**src/rtl/led_matrix_scan_ctrl.sv**
```systemverilog
// Double-buffered 6x6 LED matrix scanner: row-at-a-time PWM drive with blanking between rows.
// Host writes the back buffer; a requested swap is applied only on a frame boundary (or at once when idle).
module led_matrix_scan_ctrl #(
  parameter int BRIGHT_BITS  = 2,
  parameter int SLOT_CYCLES  = 4,
  parameter int BLANK_CYCLES = 2
) (
  input  logic                   clk,
  input  logic                   rst,
  input  logic                   en,
  input  logic                   wr_valid,
  output logic                   wr_ready,
  input  logic [5:0]             wr_addr,
  input  logic [BRIGHT_BITS-1:0] wr_data,
  output logic                   wr_err,
  input  logic                   swap_req,
  output logic                   swap_done,
  output logic                   frame_start,
  output logic [5:0]             row,
  output logic [5:0]             col
);

  localparam int NPIX = 36;
  localparam int NSLOT = (1 << BRIGHT_BITS) - 1;
  localparam int CMAX = (SLOT_CYCLES > BLANK_CYCLES) ? SLOT_CYCLES : BLANK_CYCLES;
  localparam int CW = $clog2(CMAX + 1);
  localparam logic [CW-1:0] SLOT_LAST = CW'(SLOT_CYCLES - 1);
  localparam logic [CW-1:0] BLANK_LAST = CW'(BLANK_CYCLES - 1);
  localparam logic [BRIGHT_BITS-1:0] SLOT_IDX_LAST = BRIGHT_BITS'(NSLOT - 1);

  typedef enum logic [1:0] {S_IDLE, S_DRIVE, S_BLANK} state_e;

  state_e                 state_q, state_d;
  logic [CW-1:0]          cnt_q, cnt_d;
  logic [BRIGHT_BITS-1:0] slot_q, slot_d;
  logic [2:0]             ridx_q, ridx_d;
  logic                   frame_end;

  logic [BRIGHT_BITS-1:0] buf_a_q [NPIX];
  logic [BRIGHT_BITS-1:0] buf_b_q [NPIX];
  logic [BRIGHT_BITS-1:0] front_w [NPIX];
  logic                   front_sel_q;
  logic                   pend_q, pend_d;
  logic                   swap_done_q, wr_err_q, frame_start_q, frame_start_d;
  logic [5:0]             row_q, row_d, col_q, col_d;
  logic [5:0]             base;
  logic                   wr_fire, addr_ok, do_swap;

  assign wr_ready    = ~pend_q;
  assign wr_err      = wr_err_q;
  assign swap_done   = swap_done_q;
  assign frame_start = frame_start_q;
  assign row         = row_q;
  assign col         = col_q;

  assign wr_fire = wr_valid & wr_ready;
  assign addr_ok = (wr_addr < 6'd36);

  always_ff @(posedge clk or posedge rst) begin
    if (rst) begin
      state_q <= S_IDLE;
      cnt_q   <= '0;
      slot_q  <= '0;
      ridx_q  <= '0;
    end else begin
      state_q <= state_d;
      cnt_q   <= cnt_d;
      slot_q  <= slot_d;
      ridx_q  <= ridx_d;
    end
  end

  always_comb begin
    state_d   = state_q;
    cnt_d     = cnt_q;
    slot_d    = slot_q;
    ridx_d    = ridx_q;
    frame_end = 1'b0;
    if (!en) begin
      state_d = S_IDLE;
      cnt_d   = '0;
      slot_d  = '0;
      ridx_d  = '0;
    end else begin
      unique case (state_q)
        S_IDLE: begin
          state_d = S_DRIVE;
          cnt_d   = '0;
          slot_d  = '0;
          ridx_d  = '0;
        end
        S_DRIVE: begin
          if (cnt_q == SLOT_LAST) begin
            cnt_d = '0;
            if (slot_q == SLOT_IDX_LAST) begin
              slot_d  = '0;
              state_d = S_BLANK;
            end else begin
              slot_d = slot_q + 1'b1;
            end
          end else begin
            cnt_d = cnt_q + 1'b1;
          end
        end
        S_BLANK: begin
          if (cnt_q == BLANK_LAST) begin
            cnt_d   = '0;
            state_d = S_DRIVE;
            if (ridx_q == 3'd5) begin
              ridx_d    = '0;
              frame_end = 1'b1;
            end else begin
              ridx_d = ridx_q + 1'b1;
            end
          end else begin
            cnt_d = cnt_q + 1'b1;
          end
        end
        default: state_d = S_IDLE;
      endcase
    end
  end

  always_comb begin
    for (int i = 0; i < NPIX; i++) begin
      front_w[i] = front_sel_q ? buf_b_q[i] : buf_a_q[i];
    end
  end

  // Outputs are computed from the current state so they lag it by one register stage.
  always_comb begin
    row_d         = '0;
    col_d         = '1;
    frame_start_d = 1'b0;
    base          = {3'b000, ridx_q} * 3'd6;
    if (en && state_q == S_DRIVE) begin
      row_d = 6'b000001 << ridx_q;
      for (int c = 0; c < 6; c++) begin
        col_d[c] = ~(front_w[base + 6'(c)] > slot_q);
      end
      frame_start_d = (ridx_q == 3'd0) && (slot_q == '0) && (cnt_q == '0);
    end
  end

  // The front toggles together with the DRIVE(0) state, so the next registered row uses the new buffer.
  assign do_swap = pend_q & ~swap_done_q & (~en | (state_q == S_IDLE) | frame_end);
  assign pend_d  = swap_done_q ? 1'b0 : (pend_q | swap_req);

  always_ff @(posedge clk or posedge rst) begin
    if (rst) begin
      front_sel_q   <= 1'b0;
      pend_q        <= 1'b0;
      swap_done_q   <= 1'b0;
      wr_err_q      <= 1'b0;
      frame_start_q <= 1'b0;
      row_q         <= '0;
      col_q         <= '1;
    end else begin
      front_sel_q   <= front_sel_q ^ do_swap;
      pend_q        <= pend_d;
      swap_done_q   <= do_swap;
      wr_err_q      <= wr_fire & ~addr_ok;
      frame_start_q <= frame_start_d;
      row_q         <= row_d;
      col_q         <= col_d;
    end
  end

  always_ff @(posedge clk or posedge rst) begin
    if (rst) begin
      for (int i = 0; i < NPIX; i++) begin
        buf_a_q[i] <= '0;
        buf_b_q[i] <= '0;
      end
    end else if (wr_fire && addr_ok) begin
      if (front_sel_q) buf_a_q[wr_addr] <= wr_data;
      else             buf_b_q[wr_addr] <= wr_data;
    end
  end

endmodule

```
**config.mk**
```make
export PLATFORM = sky130hd
export DESIGN_NAME = led_matrix_scan_ctrl
export DESIGN_NICKNAME = d
export VERILOG_FILES = /design/src/rtl/led_matrix_scan_ctrl.sv
export SDC_FILE = /design/constraint.sdc
export NUM_CORES = 1
export LEC_CHECK = 0
export CORE_UTILIZATION = 60
export CTS_CLUSTER_DIAMETER = 100
export DETAILED_ROUTE_END_ITERATION = 12
export PLACE_DENSITY_LB_ADDON = 0.08
export SYNTH_ARGS = -nofsm -noshare
export SYNTH_HDL_FRONTEND = slang
export SYNTH_SLANG_ARGS = --single-unit
export TNS_END_PERCENT = 30
```
**constraint.sdc**
```tcl
create_clock -name clk -period 8 [get_ports clk]
set_clock_uncertainty 0.2 [all_clocks]
set_input_delay 2 -clock clk [delete_from_list [all_inputs] [get_ports clk]]
set_output_delay 2 -clock clk [all_outputs]
set_load 0.03 [all_outputs]
```
## Word-level counts from Yosys, hierarchy flattened

Cells that the tools add are included.

| word-level totals | value |
|---|---|
| input bits | 13 |
| flip-flop bits (word level) | 171 |

| operators by class | value |
|---|---|
| multiply operators | 1 |
| $lt $le $gt $ge | 15 |
| $add $sub $neg | 8 |
| equality and inequality tests | 12 |
| muxes and demuxes | 83 |
| shift operators | 1 |
| bitwise gates (word level) | 26 |
| reductions and logical operators | 14 |

Operator list:

| kind | number |
|---|---|
| bitwise mux 72 bit | 2 |
| 2-to-1 mux 2 bit | 56 |
| binary-select mux 2 bit (select 6 bit) | 6 |
| >= comparator 7 bit, second input constant | 7 |
| NOT 6 -> 7 bit | 7 |
| 2-to-1 mux 3 bit | 6 |
| adder 6 x 2 -> 6 bit, second input constant | 2 |
| adder 6 x 3 -> 6 bit, second input constant | 2 |
| demux 2 bit (select 6 bit) | 1 |
| greater-than comparator 2 bit | 6 |
| 2-to-1 mux 6 bit | 2 |
| NOT 1 bit | 11 |
| inequality test 3 bit, second input constant | 3 |
| one-hot mux 3 bit (3 select lines) | 1 |
| AND reduction 2 bit | 4 |
| < comparator 7 x 1 -> 1 bit, second input constant | 1 |
| adder 3 x 1 -> 3 bit, second input constant | 2 |
| adder 6 x 1 -> 6 bit, second input constant | 1 |
| zero test 3 bit | 2 |
| < comparator 6 bit, second input constant | 1 |
| 2-to-1 mux 1 bit | 6 |
| inequality test 3 x 1 -> 1 bit, second input constant | 2 |
| one-hot mux 2 bit (3 select lines) | 1 |
| one-hot mux 3 bit (2 select lines) | 1 |
| other kinds (16) | 27 |

## Depth between registers and ports, before layout

Gate-level depths: netlist (run 1).

| depth | value |
|---|---|
| word-level depth | 9 |
| depth in mapped cells | 16 |
| gate-level depth less buffers | 13 |

## Least setup slack after synthesis (run 1)

No wires, ideal clock.

| timing | value |
|---|---|
| path type | reg-to-reg |
| from | register ridx_q[2] |
| to | register col_q[4], in the netlist col[4] |
| setup time | 79 ps |
| buffers on the path | 4 |
| cell stages (with the launch flop) | 16 |
| required time | 7721 ps |
| arrival time | 4014 ps |
| slack | 3707 ps |
| path through | dfrtp_1 buf_2 inv_1 fa_1 buf_2 inv_2 ha_1 buf_2 clkbuf_1 mux4_2 mux4_2 nand2b_1 o221ai_1 ha_1 nor2b_1 o21ai_0 |

| between the ends | value |
|---|---|
| longest elaborated chain between the ends | 9 |

RTL lines:

| what | RTL line | text |
|---|---|---|
| from (decl) | 36 | `logic [2:0] ridx_q, ridx_d;` |
| from (signal assigned) | 69 | `ridx_q <= ridx_d;` |
| multiplier 3 x 2 -> 5 bit | 135 | `base = {3'b000, ridx_q} * 3'd6;` |
| adder 6 x 3 -> 6 bit | 139 | `col_d[c] = ~(front_w[base + 6'(c)] > slot_q);` |
| NOT 6 -> 7 bit (implied by the code) | 139 |  |
| binary-select mux 2 bit (select 6 bit) | 139 |  |
| 2-to-1 mux 2 bit (implied by the code) (2 in a row) | 139 |  |
| greater-than comparator 2 bit | 139 |  |
| NOT 1 bit | 139 |  |
| 2-to-1 mux 6 bit | 136 | `if (en && state_q == S_DRIVE) begin` |
| net col_d[4] | 45 | `logic [5:0] row_q, row_d, col_q, col_d;` |
| to (signal assigned) | 165 | `col_q <= col_d;` |
| to (decl) | 45 |  |

The timed path passes the listed nets, and every way through them passes these cells. The select of a mux whose other input is x is not followed.
A chain may end at the register's enable or synchronous reset.

## Worst setup path after layout (run 1)

| timing | value |
|---|---|
| from | register ridx_q[0] |
| to | register col_q[5], in the netlist col[5] |

Same word-level chain as after synthesis.

==> impl_metrics.py, run 1 <==
metrics = {
    "die": {
        "start_util_pct": 61.5,
        "die_h_um": 135,
        "core_area_um2": 17300,
        "num_rows": 48,
        "die-area_um2": 18300,
        "die_w_um": 135,
        "io_pins": 29,
    },
    "worst_setup_path": {
        "crit_buf_inv": 3,
        "worst-path-max-fanout": 36,
        "cpMostUsedCell": "ha_1",
        "slowest_stage": "ha_1",
        "worstPathCellList": "ha_1 > inv_1 > fa_1 > buf_4 > inv_2 > ha_1 > mux4_2 > mux4_2 > nand2b_1 > o221a_2 > ha_1 > a21oi_1 > o21ai_0",
        "critPathMaxStageDelay_ps": 940,
        "crit_arrival_ps": 5350,
        "endpoint_kind": "flip-flop",
        "critical_path_class": "reg2reg",
        "startpoint_type": "flip-flop",
        "crit_family": "adder cells",
        "cp.required_ps": 8160,
    },
    "final_layout": {
        "stdcell_count": 1099,
        "nets": 907,
        "drive_above_1_share_pct": 34.0,
        "n_antenna_cell": 0,
        "final_cell_mix": "dfrtp_1, mux2_2, nand2_1",
        "syn_to_final_growth_pct": 8.43,
        "final_common_cell": "dfrtp_1",
    },
    "grt": {
        "grt_start_max_net_pins": 94,
        "grt_use_total_pct": 31.5,
        "grt_remaining_overflow": 0,
        "antenna_found_initial": 0,
        "grt_pass1_vias": 7444,
        "grt_pass1_wl_um": 42900,
    },
    "placement": {
        "port_buffers": 28,
        "dp_cells": 1068,
        "routabilityCongestion": 0.980,
        "dp_slack_ps": 2820,
        "hpwl_um": 19000,
    },
    "route": {
        "antenna_left": 0,
        "drtIter0Drc": 871,
        "vias": 7458,
        "drc": 0,
        "wire_per_inst_um": 24.4,
        "viasPerCell": 6.79,
        "drt-pass1-iter-count": 5,
        "wirelength_um": 26800,
    },
    "sta": {
        "fin_setup_tns_ps": 0,
        "rsz0062_at_grt": "false",
        "setup_ws_ps": 2810,
        "fin_crit_sh_pct": 64.9,
        "drv_slew": 0,
        "worst_slew_pin_slew_ps": 1070,
        "fmax_mhz": 193,
        "finalSetupViolations": 0,
        "period_minus_slack_ps": 5190,
        "timing.slew.headroom_pct": 28.3,
        "final_hold_viol_count": 0,
    },
    "clock_network": {
        "cts_setup_buffers": 0,
        "cts-htree-levels": 4,
        "clk_latency_ps": 440,
        "cts_buffer_depth": 2,
        "cts_sinks": 171,
        "cts_tree": "yes",
        "clkTransAtPathRegs_ps": 70,
        "cts_buffers": 17,
        "cts_root_buffer": "clkbuf_16",
        "postCtsHoldBufs": 0,
        "postCtsResizedCells": 0,
    },
    "synthesis": {
        "synth_seq_area_share_pct": 40.3,
        "synth.avg_cell_area_um2": 12.2,
        "synth_area_um2": 10600,
        "synth-edff-count": 0,
        "yosys.cell_types.count": 66,
        "ys.flop_type": "dfrtp_1",
        "synth-compound-area-share_pct": 4.97,
        "yosys-mux-area-fraction_pct": 35.7,
        "synth_top_family_by_area": "multiplexers",
        "yosysWarningCount": 0,
        "synth_simple_gate_area_share_pct": 10.6,
        "postSynthCellCount": 869,
        "synthesis.nets": 914,
        "synthXorXnorAreaFrac_pct": 0.883,
        "async_flop_share_pct": 100,
        "synth_fa_ha_area_share_pct": 3.84,
        "ys_seq_elements": 171,
    },
    "job": {
        "cap_viol_max_count": 0,
    },
    "pwr": {
        "comb_power_share_pct": 29.4,
        "p_leak_nw": 5.03,
        "intPower_mw": 1.79,
        "p_seq_share_pct": 41.1,
        "netSwitchingPower_mw": 0.931,
        "sw_frac_of_total_pct": 34.3,
        "max-vdd-ir-drop_v": 0.000331,
        "power-per-cell-area_nw_per_um2": 236,
        "p_clk_share_pct": 29.5,
    },
    "worst_hold_path": {
        "hold_class": "reg2reg",
    },
    "run_status": {
        "status": "completed",
    },
}
## metal layers
metal	part of all wire (%)	global-route usage (%)	vias to the layer above
li1	-	-	3218
met1	43	43.8	3831
met2	47	49.3	356
met3	7.1	5.63	53
met4	3.1	12.5	0
met5	0	0.278	-
## final cells by class
| cell class | instances | area, um^2 |
|---|---|---|
| fill | 1278 | 5770 |
| inverter | 19 | 76.3 |
| tap | 225 | 282 |
| clock inverter | 12 | 116 |
| multi-input combinational | 613 | 5960 |
| timing repair buffer | 40 | 360 |
| sequential | 171 | 4290 |
| clock buffer | 19 | 443 |
## power groups by stage
stage	clock network [mW]	logic (mW)	registers, mW
final	0.803	0.799	1.12
after global placement	0	0.773	1.12
after global routing	0.837	0.852	1.13
after CTS	0.806	0.795	1.11
after floorplan	0	0.696	1.04
after detailed placement	0	0.791	1.13
## metrics by stage
step           hold WS (ps)  instance area [um^2]  util, %  power [mW]
2_1_floorplan           268                 10600        -        1.74
3_3_place_gp            254                 11000     63.4        1.89
3_5_place_dp            263                 11000     63.4        1.92
4_1_cts                 270                 11500     66.7        2.71
5_1_grt                 291                 11500     66.7        2.82
6_report                265                 11500     66.7        2.72
## worst register-to-register path: cells and delay by family, from the launching register on
kind | cells | cell delay, ps
muxes | 2 | 1070
DFF | 1 | 800
AOI/OAI and AO/OA | 3 | 420
and+or+nand+nor | 1 | 80
adders and majority gates | 4 | 2000
buffers and inverters | 3 | 540
## kinds of logic (layout without fill, tap and decap cells)
family	count (synthesis)	after routing
adder cells (fa/ha/maj)	32	32
XOR/XNOR	9	9
AO/OA/AOI/OAI	77	77
AND/OR/NAND/NOR	227	227
buffers and inverters	85	90
flip-flops	171	171
multiplexers	268	268
## flip-flops by register name, indices dropped and copies added (netlist names)
register,flops
slot_q,2
frame_start,1
swap_done,1
cnt_q,3
ridx_q,3
buf_a_q,72
state_q,2
col,6
pend_q,1
row,6
buf_b_q,72
front_sel_q,1
wr_err,1
## synth_stat cells, types with 10 or more instances
library cell	number	area share [%]
a21oi_1	12	0.56
buf_2	15	0.71
clkbuf_1	33	1.2
dfrtp_1	165	39
ha_1	31	3.6
inv_1	16	0.56
mux2_2	151	16
mux2i_1	43	4.0
mux4_2	74	16
nand2_1	96	3.4
nor2_1	36	1.3
nor2b_1	12	0.71
nor3_1	19	0.89
nor3b_1	10	0.71
o21ai_0	18	0.85
## path summary, 6_finish.rpt
check                                from          end  slack [ps]  cells after the start
worst max register to register  ridx_q[0]       col[5]        2810                     13
worst min register to register  swap_done       pend_q         260                      1
worst min-delay path            swap_done       pend_q         260                      1
min in group asynchronous             rst     cnt_q[1]        1870                      2
max in group asynchronous             rst  buf_a_q[21]        4230                      3
worst max-delay path            ridx_q[0]       col[5]        2810                     13
Note: power is estimated with default switching activity, not from simulation.
==> run 2, diff against run 1 <==
- CORE_UTILIZATION: 60 -> 57
- clock period: 8 -> 4.55 ns (I/O delays scaled with it)
==> impl_metrics.py, run 2 (synthesized netlist as in run 1, its figures left out) <==
metrics = {
    "final_layout": {
        "top_regs": "buf_a_q (72), buf_b_q (72)",
        "syn_to_final_growth_pct": 10.4,
        "final_cell_mix": "dfrtp_1, mux2_2, nand2_1",
        "nets": 924,
        "final_common_cell": "dfrtp_1",
        "drive_above_1_share_pct": 35.2,
        "n_antenna_cell": 0,
        "stdcell_count": 1120,
    },
    "sta": {
        "rsz0062_at_grt": "false",
        "fmax_mhz": 238,
        "finalSetupViolations": 0,
        "final_hold_viol_count": 0,
        "timing.slew.headroom_pct": 33.9,
        "fin_setup_tns_ps": 0,
        "fin_crit_sh_pct": 92.2,
        "period_minus_slack_ps": 4190,
        "drv_slew": 0,
        "worst_slew_pin_slew_ps": 991,
    },
    "route": {
        "antenna_left": 0,
        "drtIter0Drc": 743,
        "wirelength_um": 28300,
        "vias": 7623,
        "wire_per_inst_um": 25.2,
        "drc": 14,
        "drt-pass1-iter-count": 9,
        "viasPerCell": 6.81,
    },
    "run_status": {
        "violations": "design-rule violations",
        "status": "finished with violations",
    },
    "clock_network": {
        "cts_setup_buffers": 0,
        "postCtsHoldBufs": 0,
        "cts_tree": "yes",
        "cts_root_buffer": "clkbuf_16",
        "clkTransAtPathRegs_ps": 70,
        "postCtsResizedCells": 0,
        "clk_latency_ps": 440,
        "cts-htree-levels": 4,
        "cts_sinks": 171,
        "cts_buffer_depth": 2,
        "cts_buffers": 17,
    },
    "die": {
        "die-area_um2": 19200,
        "die_h_um": 139,
        "io_pins": 29,
        "core_area_um2": 18100,
        "num_rows": 49,
        "start_util_pct": 58.6,
        "die_w_um": 139,
    },
    "placement": {
        "dp_cells": 1089,
        "hpwl_um": 20200,
        "routabilityCongestion": 0.985,
        "port_buffers": 28,
    },
    "worst_setup_path": {
        "endpoint_kind": "flip-flop",
        "crit_arrival_ps": 4350,
        "r2r_slack_ps": 360,
        "cp.required_ps": 4710,
        "startpoint_type": "flip-flop",
        "worst-path-max-fanout": 19,
        "critical_path_class": "reg2reg",
    },
    "grt": {
        "grt_use_total_pct": 31.1,
        "grt_pass1_vias": 7708,
        "antenna_found_initial": 0,
        "grt_remaining_overflow": 0,
        "grt_pass1_wl_um": 45000,
        "grt_start_max_net_pins": 83,
    },
    "pwr": {
        "max-vdd-ir-drop_v": 0.000286,
        "power-per-cell-area_nw_per_um2": 419,
        "p_leak_nw": 5.16,
    },
    "worst_hold_path": {
        "hold_class": "reg2reg",
    },
    "job": {
        "cap_viol_max_count": 0,
    },
}
## run 2: cell types whose count changed in the layout (fill, tap and decap cells not counted), sizes merged
cell | before | now
buf | 14 | 31
clkbuf | 19 | 23
clkinvlp | 5 | 2
bufinv | 1 | 2
clkinv | 3 | 2
inv | 22 | 21
## run 2: where the power goes
group          switching, mW  leakage (nW)  internal (mW)
clock                  0.625         0.291          0.870
combinational          0.753          2.53          0.720
sequential             0.261          2.33           1.69
total                   1.64          5.16           3.28
## run 2: final cells by class
cell class,instances,area [um^2]
Clock buffer,23,488
Clock inverter,8,108
Fill cell,1372,6410
Inverter,19,75.1
Multi-Input combinational cell,613,5960
Sequential cell,171,4290
Tap cell,229,287
Timing Repair Buffer,57,526
## run 2: per-stage QoR
stage	power [mW]	hold slack (ps)	instance area (um^2)	util (%)	setup WS, ps
after detailed placement	3.43	289	11100	61.4	376
final	4.92	289	11700	64.7	357
after floorplan	3.05	268	10600	-	257
after global placement	3.39	277	11100	61.4	499
after global routing	5.14	314	11700	64.7	122
after CTS	4.92	303	11700	64.7	353
## run 2: path summary, 6_finish.rpt
path / startpoint / endpoint / cells past startpoint
min in group asynchronous: rst / buf_a_q[48] / 2
max reg2reg: ridx_q[1] / col[5] / 13
min: swap_done / pend_q / 1
min reg2reg: swap_done / pend_q / 1
max in group asynchronous: rst / buf_b_q[14] / 3
max: ridx_q[1] / col[5] / 13
## run 2: worst max-delay path, cell delays in order (launching register included)
cell and delay (ps):
dfrtp_1 430, ha_1 240, inv_1 70, fa_1 650, inv_2 140, ha_1 300, buf_4 310, mux4_2 560
mux4_2 480, nand2b_1 90, o221a_2 170, ha_1 220, a21oi_1 130, o21ai_0 110
## run 2: metal layers
layer / vias up / global-route usage (%) / share of wire [%] / wire length [um]
li1: 3258 / - / - / -
met1: 3920 / 42.7 / 42 / 12000
met2: 364 / 47.5 / 46 / 13000
met3: 81 / 7.46 / 7.7 / 2190
met4: 0 / 13.5 / 3.9 / 1110
met5: - / 0 / 0 / 0
